[config.mk]
export PLATFORM = sky130hd
export DESIGN_NAME = alu_op_dispatch
export DESIGN_NICKNAME = d
export VERILOG_FILES = /design/src/rtl/alu_pkg.sv /design/src/rtl/alu_wait_ctr.sv /design/src/rtl/alu_op_dispatch.sv
export SDC_FILE = /design/constraint.sdc
export NUM_CORES = 1
export LEC_CHECK = 0
export ABC_AREA = 1
export BUFFER_PORTS_ARGS = -buffer_cell sky130_fd_sc_hd__buf_2
export CAP_MARGIN = 10
export CORE_UTILIZATION = 51
export DETAILED_ROUTE_END_ITERATION = 7
export MAX_ROUTING_LAYER = met4
export PLACE_DENSITY = 0.9
export SETUP_SLACK_MARGIN = 0.4
export SLEW_MARGIN = 20
export SYNTH_ARGS = -nofsm -noshare
export SYNTH_HDL_FRONTEND = slang
export SYNTH_SLANG_ARGS = --single-unit
[constraint.sdc]
create_clock -name clk -period 4.2 [get_ports clk]
set_input_delay 0.21 -clock clk [delete_from_list [all_inputs] [get_ports clk]]
set_output_delay 0.21 -clock clk [all_outputs]
set_load 0.01 [all_outputs]
[src/rtl/alu_pkg.sv]
// Shared types and constants for the ALU operation dispatcher.
package alu_pkg;

    typedef enum logic [1:0] {
        ST_IDLE = 2'd0,
        ST_EXEC = 2'd1,
        ST_WAIT = 2'd2,
        ST_RESP = 2'd3
    } state_e;

    localparam logic [2:0] OP_0 = 3'd0;
    localparam logic [2:0] OP_1 = 3'd1;
    localparam logic [2:0] OP_2 = 3'd2;
    localparam logic [2:0] OP_3 = 3'd3;
    localparam logic [2:0] OP_4 = 3'd4;
    localparam logic [2:0] OP_5 = 3'd5;

    localparam int NUM_UNITS = 6;

    // Units 4 and 5 take several cycles and report completion through unit_done.
    localparam logic [5:0] MULTI_CYCLE_MASK = 6'b110000;

    localparam int TIMEOUT_DEFAULT = 64;

    // Codes 6 and 7 do not map to any unit.
    function automatic logic op_is_legal(input logic [2:0] op);
        return (op <= OP_5);
    endfunction

endpackage

[src/rtl/alu_wait_ctr.sv]
// Wait-cycle counter for multi-cycle units; tc flags the last allowed wait cycle.
module alu_wait_ctr #(
    parameter int TIMEOUT = 64
) (
    input  logic clk,
    input  logic rst_n,
    input  logic clr,
    input  logic en,
    output logic tc
);

    // A TIMEOUT of 1 would give a zero-width counter, so keep at least one bit.
    localparam int CW = (TIMEOUT > 1) ? $clog2(TIMEOUT) : 1;

    logic [CW-1:0] cnt_q;
    logic [CW-1:0] cnt_d;

    // Clear has priority over counting.
    always_comb begin
        cnt_d = cnt_q;
        if (clr) begin
            cnt_d = '0;
        end else if (en) begin
            cnt_d = cnt_q + 1'b1;
        end
    end

    // Counter register.
    always_ff @(posedge clk or negedge rst_n) begin
        if (!rst_n) begin
            cnt_q <= '0;
        end else begin
            cnt_q <= cnt_d;
        end
    end

    assign tc = (cnt_q == CW'(TIMEOUT - 1));

endmodule

[src/rtl/alu_op_dispatch.sv]
// Accepts one ALU request at a time, starts the addressed unit, collects its
// result (or a timeout / illegal-op error) and holds it until consumed.
module alu_op_dispatch
    import alu_pkg::*;
#(
    parameter int N       = 32,
    parameter int TIMEOUT = TIMEOUT_DEFAULT
) (
    input  logic         clk,
    input  logic         rst_n,
    input  logic         req_valid,
    output logic         req_ready,
    input  logic [2:0]   req_op,
    input  logic [N-1:0] req_a,
    input  logic [N-1:0] req_b,
    output logic [N-1:0] op_a,
    output logic [N-1:0] op_b,
    output logic [5:0]   unit_start,
    input  logic [5:0]   unit_done,
    output logic [2:0]   sel,
    input  logic [N-1:0] result_in,
    output logic         rsp_valid,
    input  logic         rsp_ready,
    output logic [N-1:0] rsp_data,
    output logic         rsp_err
);

    state_e       state_q, state_d;
    logic [2:0]   op_q, op_d;
    logic [N-1:0] a_q, a_d;
    logic [N-1:0] b_q, b_d;
    logic [2:0]   sel_q, sel_d;
    logic [N-1:0] rsp_data_q, rsp_data_d;
    logic         rsp_err_q, rsp_err_d;

    logic         ctr_clr;
    logic         ctr_en;
    logic         ctr_tc;

    logic [5:0]   op_onehot;
    logic         op_is_multi;
    logic         done_hit;

    // One-hot decode of the registered op; codes 6/7 decode to all zeros.
    for (genvar gi = 0; gi < NUM_UNITS; gi++) begin : g_onehot
        assign op_onehot[gi] = (op_q == 3'(gi));
    end

    assign op_is_multi = |(op_onehot & MULTI_CYCLE_MASK);
    // Only the done bit of the active multi-cycle unit counts.
    assign done_hit    = |(op_onehot & MULTI_CYCLE_MASK & unit_done);

    alu_wait_ctr #(
        .TIMEOUT(TIMEOUT)
    ) u_wait_ctr (
        .clk   (clk),
        .rst_n (rst_n),
        .clr   (ctr_clr),
        .en    (ctr_en),
        .tc    (ctr_tc)
    );

    // Next-state, operand/result capture and counter control.
    always_comb begin
        state_d    = state_q;
        op_d       = op_q;
        a_d        = a_q;
        b_d        = b_q;
        sel_d      = sel_q;
        rsp_data_d = rsp_data_q;
        rsp_err_d  = rsp_err_q;
        ctr_clr    = 1'b0;
        ctr_en     = 1'b0;

        case (state_q)
            ST_IDLE: begin
                if (req_valid) begin
                    op_d = req_op;
                    a_d  = req_a;
                    b_d  = req_b;
                    if (op_is_legal(req_op)) begin
                        // Select is set now so it already equals op during EXEC.
                        sel_d   = req_op;
                        state_d = ST_EXEC;
                    end else begin
                        rsp_data_d = '0;
                        rsp_err_d  = 1'b1;
                        state_d    = ST_RESP;
                    end
                end
            end
            ST_EXEC: begin
                if (op_is_multi) begin
                    ctr_clr = 1'b1;
                    state_d = ST_WAIT;
                end else begin
                    rsp_data_d = result_in;
                    rsp_err_d  = 1'b0;
                    state_d    = ST_RESP;
                end
            end
            ST_WAIT: begin
                ctr_en = 1'b1;
                // Done is checked first so it wins over a simultaneous timeout.
                if (done_hit) begin
                    rsp_data_d = result_in;
                    rsp_err_d  = 1'b0;
                    state_d    = ST_RESP;
                end else if (ctr_tc) begin
                    rsp_data_d = '0;
                    rsp_err_d  = 1'b1;
                    state_d    = ST_RESP;
                end
            end
            ST_RESP: begin
                if (rsp_ready) begin
                    state_d = ST_IDLE;
                end
            end
            default: begin
                state_d = ST_IDLE;
            end
        endcase
    end

    // State, operand and response registers.
    always_ff @(posedge clk or negedge rst_n) begin
        if (!rst_n) begin
            state_q    <= ST_IDLE;
            op_q       <= '0;
            a_q        <= '0;
            b_q        <= '0;
            sel_q      <= '0;
            rsp_data_q <= '0;
            rsp_err_q  <= 1'b0;
        end else begin
            state_q    <= state_d;
            op_q       <= op_d;
            a_q        <= a_d;
            b_q        <= b_d;
            sel_q      <= sel_d;
            rsp_data_q <= rsp_data_d;
            rsp_err_q  <= rsp_err_d;
        end
    end

    assign req_ready  = (state_q == ST_IDLE);
    assign rsp_valid  = (state_q == ST_RESP);
    assign unit_start = (state_q == ST_EXEC) ? op_onehot : 6'b000000;
    assign sel        = sel_q;
    assign op_a       = a_q;
    assign op_b       = b_q;
    assign rsp_data   = rsp_data_q;
    assign rsp_err    = rsp_err_q;

endmodule

==> flow_summary.ini, run 1 <==
[pwr]
peakVddDrop_mv = 0.404
p_leak_nw = 3.72
p_per_area_nw_per_um2 = 763

[global_route]
grt_max_degree = 80
grt_pass1_wl_mm = 18.3
track_usage_pct = 23.8
antenna_found_initial = 0
grt_pass1_vias = 4118
grt-ovfl-total = 0

[yosys]
synth.most_common_cell = nand2_1
yosys.area.top_type = dfrtp_1
syn_nets = 716
synth_edf_count = 0
ys_ff_latch = 111
synth.avg_cell_area_sq_um = 8.23
synthArstFlopShare_pct = 100
synth_area_leaders = dfrtp_1 (56%), nand2_1 (24%), nand2_2 (4.2%), nor2_1 (3.3%), ha_1 (1.5%)
synth_cells = 601
ys_seq_area_share_pct = 56.2
yosysWarnings = 0
synth_commonest_cells = nand2_1 (320), dfrtp_1 (111), nor2_1 (43)
ys.flop_type = dfrtp_1
yosysTopAreaCellShare_pct = 56.2
yosysUniqueCellTypes = 27
syn_area_sq_um = 4940

[finish]
drive_gt1_share_pct = 34.0
final_cells = 936
n_antenna_cell = 0
fin_nets = 917
syn_to_final_growth_pct = 26.0
fin_area_sq_um = 6230

[critical_path]
worstPathMaxFanout = 32
cp.arrival_ns = 2.52
start_kind = flop
timing.rr.end = rsp_data[26]
crit_path_end_kind = flop
reg2reg_slack_ns = 1.98
crit_required_ns = 4.50
r2r_cells = 8
reg2reg_from = state_q[0]
path_class = reg2reg

[routing]
dr.pass1.iters = 4
vias = 4419
drc = 0
drt_iter0_markers = 147
antenna_left = 0
wire_per_inst_um = 12.4
totalWireLength_mm = 11.7
via_per_inst = 4.72

[timing]
tightest_slew_ns = 1.08
finalCritPeriodShare_pct = 52.8
slew_headroom_pct = 27.9
holdWs_ns = -0.0156
slew_viol_final = 0
setup_viol = 0
setup-tns-final_ns = 0
final_hold_viol_count = 19
layout_min_cycle_time_ns = 2.22
setup_ws_ns = 1.98
finClkSkew_ns = 0.0146
rsz0062_at_grt = no
fmax_ghz = 0.451

[clock_network]
worstSkewPairLatency_ns = 0.37
root_buffer = clkbuf_8
clk_pin_slew_ns = 0.11
cts_max_level = 3
cts_tree = yes
cts_buffer_depth = 2
cts_resized = 0
cts_setup_buffers = 0
holdBufCountCts = 0
clock-sinks = 111
numCtsBuffers = 9

[run]
cap_viol_max_count = 0

[placed_design]
pre_cts_slack_ns = 2.03
detailed_place_hpwl_mm = 8.17
gp_congestion = 0.828
placed_cells = 917
dpl_cell_area_sq_um = 6010
port-buffer-count = 212

[outcome]
violations = hold timing
status = finished with violations

[floorplan]
start_util_pct = 53.0
coreArea_sq_um = 9330
die_w_um = 100
rows = 35
dieArea_sq_um = 10100
boundaryPins = 217
die_h_um = 100

[hold_path]
hp-class = in2async
## stage by stage
stage | hold WS [ns] | power, W | util, %
final | -0.0156 | 0.00475 | 66.8
after global routing | 0.00367 | 0.00515 | 66.8
after CTS | 0.0129 | 0.00478 | 66.5
after detailed placement | 0.409 | 0.00415 | 64.4
after global placement | 0.404 | 0.00408 | 64.4
after floorplan | -0.0856 | 0.00348 | -
## worst max-delay path by stage
stage,start,to,depth (start not counted)
after detailed placement,state_q[0],rsp_data[26],8
after CTS,state_q[0],rsp_data[26],8
after global routing,state_q[0],rsp_data[2],8
after floorplan,state_q[0],rsp_data[10],11
final,state_q[0],rsp_data[26],8
after global placement,state_q[0],rsp_data[14],8
## cell usage in the layout, fill, tap and decap left out, types with 2 or more instances in the layout
cell type	netlist	routed
dfrtp_1	111	111
inv_8	0	2
inv_1	17	17
nor3_1	6	6
inv_6	0	3
o21ai_0	9	9
inv_2	3	3
clkbuf_8	0	10
ha_1	6	6
nor2_1	43	43
dlygate4sd3_1	0	3
nand2_2	33	34
nand3_1	8	8
nand2_1	320	319
buf_4	0	3
nand4_1	2	2
buf_2	7	211
nor3b_1	2	2
a21oi_1	5	5
## metal layers
layer / vias up / share of wire [%] / wire [um] / GRT usage (%)
li1: 2211 / - / - / -
met1: 2022 / 41 / 4830 / 28.8
met2: 166 / 49 / 5760 / 38.5
met3: 20 / 7.6 / 885 / 7.77
met4: 0 / 1.5 / 171 / 6.47
met5: - / 0 / 0 / -
## kinds of logic after synthesis
logic type / share of synthesized area (%)
AND/OR/NAND/NOR: 35.3
flip-flops: 56.2
buffers and inverters: 5.31
AO/OA/AOI/OAI: 1.52
adder cells (fa/ha/maj): 1.52
XOR/XNOR: 0.177
## sequential cells by signal, summed over array words and instances (netlist names)
signal / cells
op_q: 3
rsp_data: 32
u_wait_ctr.cnt_q: 6
sel: 3
state_q: 2
rsp_err: 1
op_a: 32
op_b: 32
## final cells by class
| cell class | count | area, sq um |
|---|---|---|
| Inverter | 21 | 81.3 |
| Sequential cell | 111 | 2780 |
| Fill cell | 769 | 3100 |
| Clock inverter | 6 | 56.3 |
| Timing Repair Buffer | 217 | 1110 |
| Clock buffer | 10 | 138 |
| Tap cell | 129 | 161 |
| Multi-Input combinational cell | 442 | 1910 |
## where the power goes
group          leakage (nW)  internal, W  switching (W)
registers              1.43      0.00155       0.000303
clock network        0.0977     0.000247       0.000374
logic                  2.20     0.000799        0.00148
## worst max-delay path, cell delays in order, from the launching register on
cell and delay (ns):
dfrtp_1 0.45, inv_1 0.14, ha_1 0.29, inv_1 0.11
nand2_1 0.08, nand2_1 0.60, nor2_1 0.32, nand2_1 0.09
nand2_1 0.07
(Power assumes the default switching activity.)
==> run 2, diff against run 1 <==
- CORE_UTILIZATION: 51 -> 48
- PLACE_DENSITY: 0.9 -> 0.86
- clock period: 4.2 -> 2.1 ns (I/O delays scaled with it)
==> run 2 against run 1 <==
Effect of this change:
- the flow now finishes without violations
- cell count increased by 9.7%
- register-to-register slack worse by 1.6 ns
- non-clock buffer count grew 82
- via count rose by 15%
- core utilization up 6.8 points
- total power rose by 130%
- die area grew 6.1%
- final area up 17%
- sequential share of layout area is 6.3 points lower
- critical path type unchanged
- largest power group unchanged
==> flow_summary.ini, run 2 (synthesis gave the netlist of run 1 again) <==
[outcome]
status = completed

[routing]
dr.pass1.iters = 5
totalWireLength_mm = 15.7
via_per_inst = 4.96
vias = 5094
antenna_left = 0
wire_per_inst_um = 15.3
drc = 0
drt_iter0_markers = 217

[floorplan]
die_w_um = 103
dieArea_sq_um = 10700
rows = 36
die_h_um = 103
start_util_pct = 50.1
boundaryPins = 217
coreArea_sq_um = 9860

[global_route]
grt_max_degree = 65
antenna_found_initial = 0
track_usage_pct = 28.9
grt-ovfl-total = 0
grt_pass1_vias = 4718
grt_pass1_wl_mm = 22.7

[critical_path]
worstPathMaxFanout = 7
path_class = reg2reg
cp.arrival_ns = 1.96
start_kind = flop
crit_required_ns = 2.39
crit_path_end_kind = flop

[timing]
setup-tns-final_ns = 0
layout_min_cycle_time_ns = 1.67
holdWs_ns = 0.0289
finClkSkew_ns = 0.0157
finalCritPeriodShare_pct = 79.5
setup_viol = 0
slew_viol_final = 0
tightest_slew_ns = 0.565
rsz0062_at_grt = yes
final_hold_viol_count = 0
fmax_ghz = 0.599
slew_headroom_pct = 62.3

[clock_network]
root_buffer = clkbuf_8
numCtsBuffers = 9
clock-sinks = 111
cts_max_level = 3
cts_buffer_depth = 2
clk_pin_slew_ns = 0.11
cts_tree = yes
worstSkewPairLatency_ns = 0.36

[hold_path]
hp-class = in2reg

[pwr]
peakVddDrop_mv = 0.799
p_leak_nw = 4.15
p_per_area_nw_per_um2 = 1500

[finish]
final_common_cell = nand2_1
drive_gt1_share_pct = 34.2
fin_nets = 1005
n_antenna_cell = 0
final_cell_mix = nand2_1 (318), buf_2 (211), dfrtp_1 (111)
nFillCells = 648
utilization_pct = 73.6
syn_to_final_growth_pct = 46.8

[run]
cap_viol_max_count = 0

[placed_design]
detailed_place_hpwl_mm = 8.02
port-buffer-count = 212
gp_congestion = 0.806
==> run 2: report_power, final <==
part           leakage (nW)  internal (W)  total [W]  switching [W]
Sequential             1.43       0.00310    0.00377       0.000671
Combinational          2.62       0.00214    0.00578        0.00363
Clock                 0.102      0.000568    0.00131       0.000746
Total                  4.15       0.00581     0.0109        0.00505
==> run 2: worst paths after layout <==
kind,from,endpoint,slack [ns],cells after the start
max in group asynchronous,rst_n,op_a[19],1.20,3
hold / removal,result_in[9],rsp_data[9],0.03,5
hold reg to reg,op_a[29],op_a[29],0.49,2
min in group asynchronous,rst_n,rsp_data[12],0.27,2
setup / recovery,state_q[0],rsp_data[6],0.43,8
setup reg to reg,state_q[0],rsp_data[6],0.43,8
==> run 2: critical path, cell delays in order (launching register included) <==
cell	delay [ns]
dfrtp_1	0.46
inv_2	0.16
ha_4	0.19
inv_1	0.10
nor2_2	0.20
nand2_4	0.19
nand2_4	0.18
nand2_2	0.05
nand2_1	0.06
==> run 2: repair_timing <==
item / in CTS / in global routing
setup endpoints to repair: 42 / 98
buffers inserted: 8 / 2
pin swaps: 3 / 7
hold endpoints to repair: 107 / 0
cloned: 2 / 5
gates resized for setup: 4 / 19
hold buffers: 68 / 0
==> run 2: per-layer routing <==
layer,up-vias,global-route usage [%],part of all wire [%]
met2,261,48.5,50
met1,2382,34.4,39
met5,-,-,0
met3,46,4.97,7.6
met4,0,12.5,2.7
li1,2405,-,-
==> run 2: cell type report <==
class,count,area [sq um],share of cell area [%]
Multi-Input combinational cell,448,2060,28.4
Timing Repair Buffer,299,1960,27.0
Tap cell,133,166,2.29
Sequential cell,111,2780,38.3
Clock inverter,6,76.3,1.05
Clock buffer,9,124,1.71
Inverter,21,91.3,1.26
==> run 2: metrics by stage <==
| step | setup WS (ns) | area (sq um) | cells | power (W) |
|---|---|---|---|---|
| floorplan | 0.544 | 4940 | 601 | 0.00696 |
| global placement | 0.370 | 6110 | 927 | 0.00825 |
| detailed placement | 0.310 | 6110 | 927 | 0.00837 |
| CTS | 0.401 | 7090 | 1020 | 0.0101 |
| global route | 0.358 | 7260 | 1027 | 0.0116 |
| finish | 0.431 | 7260 | 1027 | 0.0109 |
==> run 3, diff against run 2 <==
- clock period: 2.1 -> 1.55 ns (I/O delays scaled with it)
==> run 3 against run 2 <==
Effect of this change:
- the flow now finishes with violations (hold timing, setup timing)
- flip-flop and latch count stayed put
- clock power is 36% higher
- sequential power increased by 50%
- critical path type is now reg2out
- critical endpoint is now unit_start[0]
==> flow_summary.ini, run 3 (synthesis gave the netlist of run 1 again) <==
[timing]
slew_headroom_pct = 79.1
finalCritPeriodShare_pct = 111
slew_viol_final = 0
setup_viol = 96
setup-tns-final_ns = -5.46
rsz0062_at_grt = yes
final_hold_viol_count = 2
setup_ws_ns = -0.173
holdWs_ns = -0.0115
layout_min_cycle_time_ns = 1.72
tightest_slew_ns = 0.313
fmax_ghz = 0.580
finClkSkew_ns = 0.0111

[pwr]
peakVddDrop_mv = 1.11
p_leak_nw = 5.01
p_per_area_nw_per_um2 = 2170

[finish]
final_cell_mix = buf_2 (209), nand2_1 (163), nand2_2 (114)
fin_nets = 1057
final_common_cell = buf_2
drive_gt1_share_pct = 56.9
syn_to_final_growth_pct = 84.7
utilization_pct = 92.6
nFillCells = 314

[routing]
dr.pass1.iters = 5
wire_per_inst_um = 24.1
drc = 0
antenna_left = 0
via_per_inst = 5.85
drt_iter0_markers = 571
vias = 6326
totalWireLength_mm = 26.1

[critical_path]
cp.arrival_ns = 1.65
crit_required_ns = 1.47
worstPathMaxFanout = 4
critPathLaunch = state_q[1]
path_class = reg2out
crit_path_end_kind = output pin
reg2reg_slack_ns = -0.15
r2r_cells = 8
start_kind = flop
timing.rr.end = op_a[23]
reg2reg_from = state_q[0]

[floorplan]
die_w_um = 103
boundaryPins = 217
die_h_um = 103
coreArea_sq_um = 9860
start_util_pct = 50.1
rows = 36
dieArea_sq_um = 10700

[clock_network]
clk_pin_slew_ns = 0.11
cts_buffer_depth = 2
cts_tree = yes
numCtsBuffers = 9
clock-sinks = 111
root_buffer = clkbuf_8
cts_max_level = 3
worstSkewPairLatency_ns = 0.40

[global_route]
track_usage_pct = 39.6
grt_pass1_vias = 5978
antenna_found_initial = 1
grt-ovfl-total = 0
grt_pass1_wl_mm = 29.9
grt_max_degree = 49

[placed_design]
detailed_place_hpwl_mm = 8.57
gp_congestion = 0.842
port-buffer-count = 212

[hold_path]
hp-class = in2reg
hold_start = result_in[28]
hold_depth = 5
min_to = rsp_data[28]

[run]
cap_viol_max_count = 0

[outcome]
violations = hold timing, setup timing
status = finished with violations
-- run 3: cell count changes in the layout (fill, tap and decap cells not counted), sizes merged --
cell / change
buf: +46
bufinv: -1
clkbuf: +5
clkinv: -2
clkinvlp: +2
diode: +2
dlygate4sd3: +7
inv: -1
nand2: -1
nor2: -2
-- run 3: layout make-up --
type	count	area (sq um)	share of cell area, %
repair buffers	354	2920	32.0
inverters	21	101	1.11
flip-flops and latches	111	2780	30.4
multi-input cells	445	2970	32.6
diodes	2	5.00	0.0548
clock inverters	4	28.8	0.315
well taps	133	166	1.82
clock buffers	12	155	1.70
-- run 3: report_power, final --
part / switching [W] / internal (W) / leakage, nW
Sequential: 0.00145 / 0.00420 / 1.42
Combinational: 0.00708 / 0.00530 / 3.50
Clock: 0.00110 / 0.000680 / 0.0890
Total: 0.00963 / 0.0102 / 5.01
-- run 3: per-layer routing --
metal	track usage [%]	wire length, um	share of wire, %
met5	-	0	0
met4	29.8	2420	9.3
met3	9.54	2940	11
met2	66.7	12100	46
met1	39.8	8630	33
-- run 3: worst max-delay path by stage --
stage	endpoint	slack, ns	depth (start not counted)
floorplan	rsp_data[10]	0.11	11
CTS	unit_start[2]	-0.01	6
detailed placement	op_b[6]	-0.10	6
global placement	op_b[23]	-0.03	6
global route	unit_start[0]	-0.22	6
finish	unit_start[0]	-0.17	6
-- run 3: repair_timing --
action | 4_1_cts | 5_1_grt
hold buffers | 75 | 0
setup buffers | 23 | 7
pin swaps | 60 | 41
cloned | 16 | 4
gates resized for setup | 167 | 169
endpoints found under the setup margin | 118 | 119
endpoints found under the hold margin | 188 | 0
-- run 3: critical path, cell delays in order (launching register included) --
cell and delay (ns):
dfrtp_1 0.42, inv_2 0.13, ha_4 0.16, buf_6 0.12, nand2_4 0.08, nor3_2 0.15
buf_2 0.18
-- run 3: stage by stage --
step | instance area (sq um) | hold slack (ns) | setup slack (ns) | power, W | cells
after detailed placement | 6300 | -0.0108 | -0.101 | 0.0121 | 939
after global routing | 9130 | 0.0206 | -0.218 | 0.0205 | 1081
after floorplan | 5060 | -0.218 | 0.112 | 0.00978 | 601
after CTS | 8320 | 0.00361 | -0.0133 | 0.0164 | 1069
final | 9130 | -0.0115 | -0.173 | 0.0198 | 1082
after global placement | 6300 | -0.0143 | -0.0259 | 0.0118 | 939
